===== config.mk =====
export PLATFORM = sky130hd
export DESIGN_NAME = imm_decode_stage
export DESIGN_NICKNAME = d
export VERILOG_FILES = /design/src/rtl/imm_pkg.sv /design/src/rtl/imm_extract.sv /design/src/rtl/imm_decode_stage.sv
export SDC_FILE = /design/constraint.sdc
export NUM_CORES = 1
export LEC_CHECK = 0
export CAP_MARGIN = 20
export CELL_PAD_IN_SITES_DETAIL_PLACEMENT = 1
export CELL_PAD_IN_SITES_GLOBAL_PLACEMENT = 2
export CORE_UTILIZATION = 33
export DETAILED_ROUTE_END_ITERATION = 7
export PLACE_DENSITY_LB_ADDON = 0.12
export RECOVER_POWER = 100
export SLEW_MARGIN = 15
export SYNTH_ARGS = -nofsm -noshare
export SYNTH_HDL_FRONTEND = slang
export SYNTH_SLANG_ARGS = --single-unit

===== constraint.sdc =====
create_clock -name clk -period 2.25 [get_ports clk]
set_input_delay 0.45 -clock clk [delete_from_list [all_inputs] [get_ports clk]]
set_output_delay 0.45 -clock clk [all_outputs]
set_load 0.02 [all_outputs]

===== src/rtl/imm_pkg.sv =====
`default_nettype none
// ============================================================================
// Module      : imm_pkg
// Description : Shared opcode, immediate-type and RVC constants for the
//               immediate decode stage.
// Revision    : 1.0 - initial release
// ============================================================================
package imm_pkg;

    // 32-bit base opcodes
    localparam logic [6:0] c_op_load   = 7'b0000011;
    localparam logic [6:0] c_op_imm    = 7'b0010011;
    localparam logic [6:0] c_op_jalr   = 7'b1100111;
    localparam logic [6:0] c_op_system = 7'b1110011;
    localparam logic [6:0] c_op_imm32  = 7'b0011011;
    localparam logic [6:0] c_op_store  = 7'b0100011;
    localparam logic [6:0] c_op_branch = 7'b1100011;
    localparam logic [6:0] c_op_lui    = 7'b0110111;
    localparam logic [6:0] c_op_auipc  = 7'b0010111;
    localparam logic [6:0] c_op_jal    = 7'b1101111;

    // Bit positions inside the one-hot {j,u,b,s,i} type vector
    localparam int unsigned c_type_i = 0;
    localparam int unsigned c_type_s = 1;
    localparam int unsigned c_type_b = 2;
    localparam int unsigned c_type_u = 3;
    localparam int unsigned c_type_j = 4;

    // Compressed quadrants (ir[1:0]) and funct3 (ir[15:13])
    localparam logic [1:0] c_quad0    = 2'b00;
    localparam logic [1:0] c_quad1    = 2'b01;
    localparam logic [1:0] c_quad2    = 2'b10;
    localparam logic [2:0] c_c0_lw    = 3'b010;
    localparam logic [2:0] c_c0_sw    = 3'b110;
    localparam logic [2:0] c_c1_addi  = 3'b000;
    localparam logic [2:0] c_c1_jal   = 3'b001;
    localparam logic [2:0] c_c1_li    = 3'b010;
    localparam logic [2:0] c_c1_lui   = 3'b011;
    localparam logic [2:0] c_c1_j     = 3'b101;
    localparam logic [2:0] c_c1_beqz  = 3'b110;
    localparam logic [2:0] c_c1_bnez  = 3'b111;
    localparam logic [2:0] c_c2_lwsp  = 3'b010;
    localparam logic [2:0] c_c2_swsp  = 3'b110;

    function automatic logic [4:0] type_onehot(input int unsigned idx);
        return 5'b00001 << idx;
    endfunction

endpackage
`default_nettype wire


===== src/rtl/imm_extract.sv =====
`default_nettype none
// ============================================================================
// Module      : imm_extract
// Description : Combinational immediate/type decode for one instruction word.
//               Compressed forms are decoded only when IMM_DECODE_RVC_EN is
//               defined.
// Revision    : 1.0 - initial release
// ============================================================================
module imm_extract
    import imm_pkg::*;
#(
    parameter int XLEN = 32
) (
    input  logic [31:0]     i_ir,
    output logic [XLEN-1:0] o_imm,
    output logic [4:0]      o_type,
    output logic            o_rvc
);

    if (XLEN != 32 && XLEN != 64) begin : g_bad_xlen
        $error("imm_extract: XLEN must be 32 or 64");
    end

    logic [31:0] w_imm32;
    logic [4:0]  w_type;
    logic        w_rvc;

    always_comb begin
        w_imm32 = '0;
        w_type  = '0;
        w_rvc   = 1'b0;
`ifdef IMM_DECODE_RVC_EN
        if (i_ir[1:0] != 2'b11) begin
            w_rvc = 1'b1;
            case (i_ir[1:0])
                c_quad0: begin
                    if (i_ir[15:13] == c_c0_lw || i_ir[15:13] == c_c0_sw) begin
                        w_imm32 = {25'b0, i_ir[5], i_ir[12:10], i_ir[6], 2'b00};
                        w_type  = type_onehot((i_ir[15:13] == c_c0_lw) ? c_type_i : c_type_s);
                    end
                end
                c_quad1: begin
                    case (i_ir[15:13])
                        c_c1_addi, c_c1_li: begin
                            w_imm32 = {{26{i_ir[12]}}, i_ir[12], i_ir[6:2]};
                            w_type  = type_onehot(c_type_i);
                        end
                        // rd==x2 in this slot is c.addi16sp, not c.lui
                        c_c1_lui: begin
                            if (i_ir[11:7] != 5'd2) begin
                                w_imm32 = {{14{i_ir[12]}}, i_ir[12], i_ir[6:2], 12'b0};
                                w_type  = type_onehot(c_type_u);
                            end
                        end
                        c_c1_jal, c_c1_j: begin
                            // On RV64 funct3=001 is c.addiw, which is not decoded here
                            if (i_ir[15:13] == c_c1_j || XLEN == 32) begin
                                w_imm32 = {{20{i_ir[12]}}, i_ir[12], i_ir[8], i_ir[10:9], i_ir[6],
                                           i_ir[7], i_ir[2], i_ir[11], i_ir[5:3], 1'b0};
                                w_type  = type_onehot(c_type_j);
                            end
                        end
                        c_c1_beqz, c_c1_bnez: begin
                            w_imm32 = {{23{i_ir[12]}}, i_ir[12], i_ir[6:5], i_ir[2],
                                       i_ir[11:10], i_ir[4:3], 1'b0};
                            w_type  = type_onehot(c_type_b);
                        end
                        default: ;
                    endcase
                end
                c_quad2: begin
                    if (i_ir[15:13] == c_c2_lwsp) begin
                        w_imm32 = {24'b0, i_ir[3:2], i_ir[12], i_ir[6:4], 2'b00};
                        w_type  = type_onehot(c_type_i);
                    end else if (i_ir[15:13] == c_c2_swsp) begin
                        w_imm32 = {24'b0, i_ir[8:7], i_ir[12:9], 2'b00};
                        w_type  = type_onehot(c_type_s);
                    end
                end
                default: ;
            endcase
        end else
`endif
        begin
            case (i_ir[6:0])
                c_op_load, c_op_imm, c_op_jalr, c_op_system: begin
                    w_imm32 = {{20{i_ir[31]}}, i_ir[31:20]};
                    w_type  = type_onehot(c_type_i);
                end
                c_op_imm32: begin
                    if (XLEN == 64) begin
                        w_imm32 = {{20{i_ir[31]}}, i_ir[31:20]};
                        w_type  = type_onehot(c_type_i);
                    end
                end
                c_op_store: begin
                    w_imm32 = {{20{i_ir[31]}}, i_ir[31:25], i_ir[11:7]};
                    w_type  = type_onehot(c_type_s);
                end
                c_op_branch: begin
                    w_imm32 = {{19{i_ir[31]}}, i_ir[31], i_ir[7], i_ir[30:25], i_ir[11:8], 1'b0};
                    w_type  = type_onehot(c_type_b);
                end
                c_op_lui, c_op_auipc: begin
                    w_imm32 = {i_ir[31:12], 12'b0};
                    w_type  = type_onehot(c_type_u);
                end
                c_op_jal: begin
                    w_imm32 = {{11{i_ir[31]}}, i_ir[31], i_ir[19:12], i_ir[20], i_ir[30:21], 1'b0};
                    w_type  = type_onehot(c_type_j);
                end
                default: ;
            endcase
        end
    end

    // Zero-extended forms already carry a clear bit 31, so one sign-extend covers all
    assign o_imm  = XLEN'($signed(w_imm32));
    assign o_type = w_type;
    assign o_rvc  = w_rvc;

endmodule
`default_nettype wire


===== src/rtl/imm_decode_stage.sv =====
`default_nettype none
// ============================================================================
// Module      : imm_decode_stage
// Description : Immediate decode pipeline stage with a 2-entry skid buffer.
//               Define IMM_DECODE_RVC_EN to enable compressed decode.
// Revision    : 1.0 - initial release
// ============================================================================
module imm_decode_stage
    import imm_pkg::*;
#(
    parameter int XLEN = 32
) (
    input  logic            clk,
    input  logic            rst_n,
    input  logic            in_valid,
    output logic            in_ready,
    input  logic [31:0]     in_ir,
    output logic            out_valid,
    input  logic            out_ready,
    output logic [31:0]     out_ir,
    output logic [XLEN-1:0] out_imm,
    output logic [4:0]      out_type,
    output logic            out_rvc
);

    // Entry layout: {ir, imm, type, rvc}
    localparam int c_ew = 32 + XLEN + 5 + 1;

    logic [XLEN-1:0] w_dec_imm;
    logic [4:0]      w_dec_type;
    logic            w_dec_rvc;
    logic [c_ew-1:0] w_dec_entry;

    imm_extract #(.XLEN(XLEN)) u_extract (
        .i_ir   (in_ir),
        .o_imm  (w_dec_imm),
        .o_type (w_dec_type),
        .o_rvc  (w_dec_rvc)
    );

    assign w_dec_entry = {in_ir, w_dec_imm, w_dec_type, w_dec_rvc};

    logic            r_out_valid;
    logic [c_ew-1:0] r_out_entry;
    logic            r_skid_valid;
    logic [c_ew-1:0] r_skid_entry;
    logic            r_in_ready;

    logic            w_in_fire;
    logic            w_out_valid_nxt;
    logic [c_ew-1:0] w_out_entry_nxt;
    logic            w_skid_valid_nxt;
    logic [c_ew-1:0] w_skid_entry_nxt;

    assign w_in_fire = in_valid && r_in_ready;

    always_comb begin
        w_out_valid_nxt  = r_out_valid;
        w_out_entry_nxt  = r_out_entry;
        w_skid_valid_nxt = r_skid_valid;
        w_skid_entry_nxt = r_skid_entry;
        if (r_skid_valid) begin
            // in_ready is low here, so only the promotion can happen
            if (out_ready) begin
                w_out_entry_nxt  = r_skid_entry;
                w_skid_valid_nxt = 1'b0;
            end
        end else if (!r_out_valid || out_ready) begin
            w_out_valid_nxt = w_in_fire;
            if (w_in_fire) begin
                w_out_entry_nxt = w_dec_entry;
            end
        end else if (w_in_fire) begin
            w_skid_valid_nxt = 1'b1;
            w_skid_entry_nxt = w_dec_entry;
        end
    end

    always_ff @(posedge clk or negedge rst_n) begin
        if (!rst_n) begin
            r_out_valid  <= 1'b0;
            r_out_entry  <= '0;
            r_skid_valid <= 1'b0;
            r_skid_entry <= '0;
            r_in_ready   <= 1'b1;
        end else begin
            r_out_valid  <= w_out_valid_nxt;
            r_out_entry  <= w_out_entry_nxt;
            r_skid_valid <= w_skid_valid_nxt;
            r_skid_entry <= w_skid_entry_nxt;
            r_in_ready   <= !w_skid_valid_nxt;
        end
    end

    assign in_ready  = r_in_ready;
    assign out_valid = r_out_valid;
    assign out_ir    = r_out_entry[c_ew-1 -: 32];
    assign out_imm   = r_out_entry[XLEN+5 : 6];
    assign out_type  = r_out_entry[5:1];
    assign out_rvc   = r_out_entry[0];

endmodule
`default_nettype wire

==> flow_summary.json <==
{
  "min_path_type": "reg2reg",
  "cts_htree_levels": 4,
  "placed_area_sq_um": 8010,
  "hold_viol": 0,
  "synthTopCellsByArea": "dfrtp_1 55%, nand2_1 10%, mux2i_1 6.5%",
  "cp.required_ps": 2520,
  "synth-edff-count": 0,
  "netlist_area_sq_um": 6330,
  "ys_seq_area_share_pct": 55.8,
  "io_buffers": 106,
  "cts_max_path_buffers": 2,
  "routed_wl_microns": 19200,
  "grt_start_max_net_pins": 52,
  "async_reset_ff_share_pct": 100,
  "ys_seq_elements": 141,
  "crit_type": "in2reg",
  "drt-met1-wl_microns": 8840,
  "drive_gt1_share_pct": 13.0,
  "synthCells": 646,
  "crit_path_end_kind": "flip-flop",
  "cts.clk_slew.worst_paths_ps": 60,
  "grt_pass1_wl_microns": 31600,
  "wl_per_cell_microns": 18.6,
  "tritoncts": "yes",
  "yosysUniqueCellTypes": 48,
  "final_area_sq_um": 8510,
  "setup_viol": 0,
  "globalRoute.totalOverflow": 0,
  "vias": 5234,
  "antenna_found_initial": 1,
  "whs_ps": 469,
  "wl_met2_microns": 9290,
  "grt_pass1_vias": 5708,
  "skew_ps": 8.37,
  "met3_wirelength_microns": 726,
  "nFillCells": 2112,
  "place_ws_ps": -271,
  "synth_fp_nets": 682,
  "status": "finished clean",
  "viasPerCell": 5.07,
  "slew_headroom_pct": 16.4,
  "fmax_mhz": 470,
  "drc_errors": 0,
  "diodes": 0,
  "grt.total_usage_pct": 20.9,
  "setup_slack_ps": 122,
  "synth_commonest_cells": "174 x nand2_1, 140 x dfrtp_1, 57 x o21ai_0",
  "cts_setup_buffers": 0,
  "synth_ff_type": "dfrtp_1",
  "cts_root_buffer": "clkbuf_16",
  "die_width_microns": 140,
  "start_util_pct": 33.7,
  "min_period_ps": 2130,
  "ioPinCount": 108,
  "final_min_period_over_clock_period_pct": 94.6,
  "power.density_nw_per_um2": 1150,
  "avgSynthCellArea_sq_um": 9.80,
  "post-synth-top-area-cell": "dfrtp_1",
  "ant_nets": 0,
  "worst-path-max-fanout": 11,
  "tightest_slew_ps": 1250,
  "synthMostInstantiatedCell": "nand2_1",
  "p_leak_uw": 0.00383,
  "final_util_pct": 45.3,
  "syn_to_final_growth_pct": 34.4,
  "yosysWarnings": 0,
  "clock_latency_ps": 430,
  "dp_hpwl_microns": 13200,
  "rows": 50,
  "rsz0062_at_grt": "false",
  "first_pass_iters": 4,
  "final_nets": 822,
  "startpoint_type": "input pin",
  "maxSlewViolCount": 0,
  "die_h_microns": 140,
  "cts_buffers": 17,
  "worst_ep_arrival_time_ps": 2390,
  "netlist.area_leader.share_pct": 55.3,
  "die-area_sq_um": 19700,
  "maxUsedRoutingLayer": "met5",
  "clock-sinks": 141,
  "core-area_sq_um": 18800,
  "drv_cap": 0,
  "drt_first_iter_violations": 287,
  "gp_congestion": 0.819,
  "peakVddDrop_v": 0.000581
}
## final timing paths
| path | depth (start not counted) | to | start | slack [ps] |
|---|---|---|---|---|
| worst max-delay path | 6 | r_skid_entry[30] | in_ir[5] | 120 |
| worst min-delay path | 2 | r_out_entry[2] | r_out_entry[2] | 470 |
| worst max register to register | 3 | r_out_entry[63] | r_skid_valid | 240 |
| worst min register to register | 2 | r_out_entry[2] | r_out_entry[2] | 470 |
| max in group asynchronous | 3 | r_out_entry[58] | rst_n | 510 |
| min in group asynchronous | 2 | r_out_entry[39] | rst_n | 550 |
## placed cells by master, fill, tap and decap left out, types with 4 or more instances in the layout
cell	synthesis	routed
nand3_1	5	5
a221oi_2	8	8
nor2_1	55	55
clkbuf_2	0	6
dfrtp_1	140	139
buf_12	0	5
mux2i_1	41	41
buf_4	3	36
clkdlybuf4s50_1	0	33
inv_1	4	4
a21oi_1	23	29
a221oi_1	6	6
nand3b_1	15	15
clkbuf_16	0	17
nand2_1	174	174
o21ai_0	57	59
a22o_1	6	6
a31oi_1	19	19
clkbuf_1	21	8
a21oi_2	10	4
clkinv_2	0	5
dlygate4sd3_1	0	73
## kinds of logic after synthesis
kind of cell,after synthesis,synth area share (%)
buffers and inverters,46,3.30
other,1,0.0592
AOI/OAI and AO/OA,148,15.9
muxes,41,6.48
DFF,141,55.8
and+or+nand+nor,269,18.5
## metal layers
| layer | GRT usage [%] | vias to the layer above |
|---|---|---|
| met5 | 0 | - |
| met4 | 7.09 | 2 |
| met3 | 4.51 | 25 |
| met2 | 34.6 | 108 |
| met1 | 27.1 | 2606 |
| li1 | - | 2493 |
## sequential cells by signal, summed over array words and instances, names as in the netlist
signal / flops
out_valid: 1
in_ready: 1
r_skid_entry: 69
r_out_entry: 69
r_skid_valid: 1
## critical path, stage by stage
cell	delay (ps)
clkdlybuf4s50_1	480
and2_0	220
o21ai_1	240
a21boi_1	170
nor2_1	670
a21oi_1	160
## final cells by class
cell class	instances	area [sq um]	share of cell area, %
well taps	234	293	3.44
clock inverters	11	140	1.65
clock buffers	21	470	5.53
repair buffers	163	1510	17.8
inverters	4	15.0	0.177
flip-flops and latches	141	3530	41.5
multi-input cells	459	2540	29.9
## stage by stage
stage | std cells | setup TNS (ps) | total power, uW
after floorplan | 646 | 0 | 5560
after global placement | 1000 | -2450 | 7000
after detailed placement | 1000 | -5140 | 7140
after CTS | 1033 | 0 | 10100
after global routing | 1033 | 0 | 10300
final | 1033 | 0 | 9750
## what timing repair did
| action | in CTS | in global routing |
|---|---|---|
| hold buffers | 1 | 0 |
| endpoints found under the setup margin | 0 | 0 |
| hold endpoints to repair | 11 | 0 |
| gates resized for setup | 0 | 0 |
## power by group
| group | switching (uW) | leakage, uW | internal [uW] |
|---|---|---|---|
| registers | 503 | 0.00175 | 3380 |
| clock network | 1100 | 0.000303 | 1820 |
| logic | 1660 | 0.00177 | 1280 |
(Power assumes the default switching activity.)
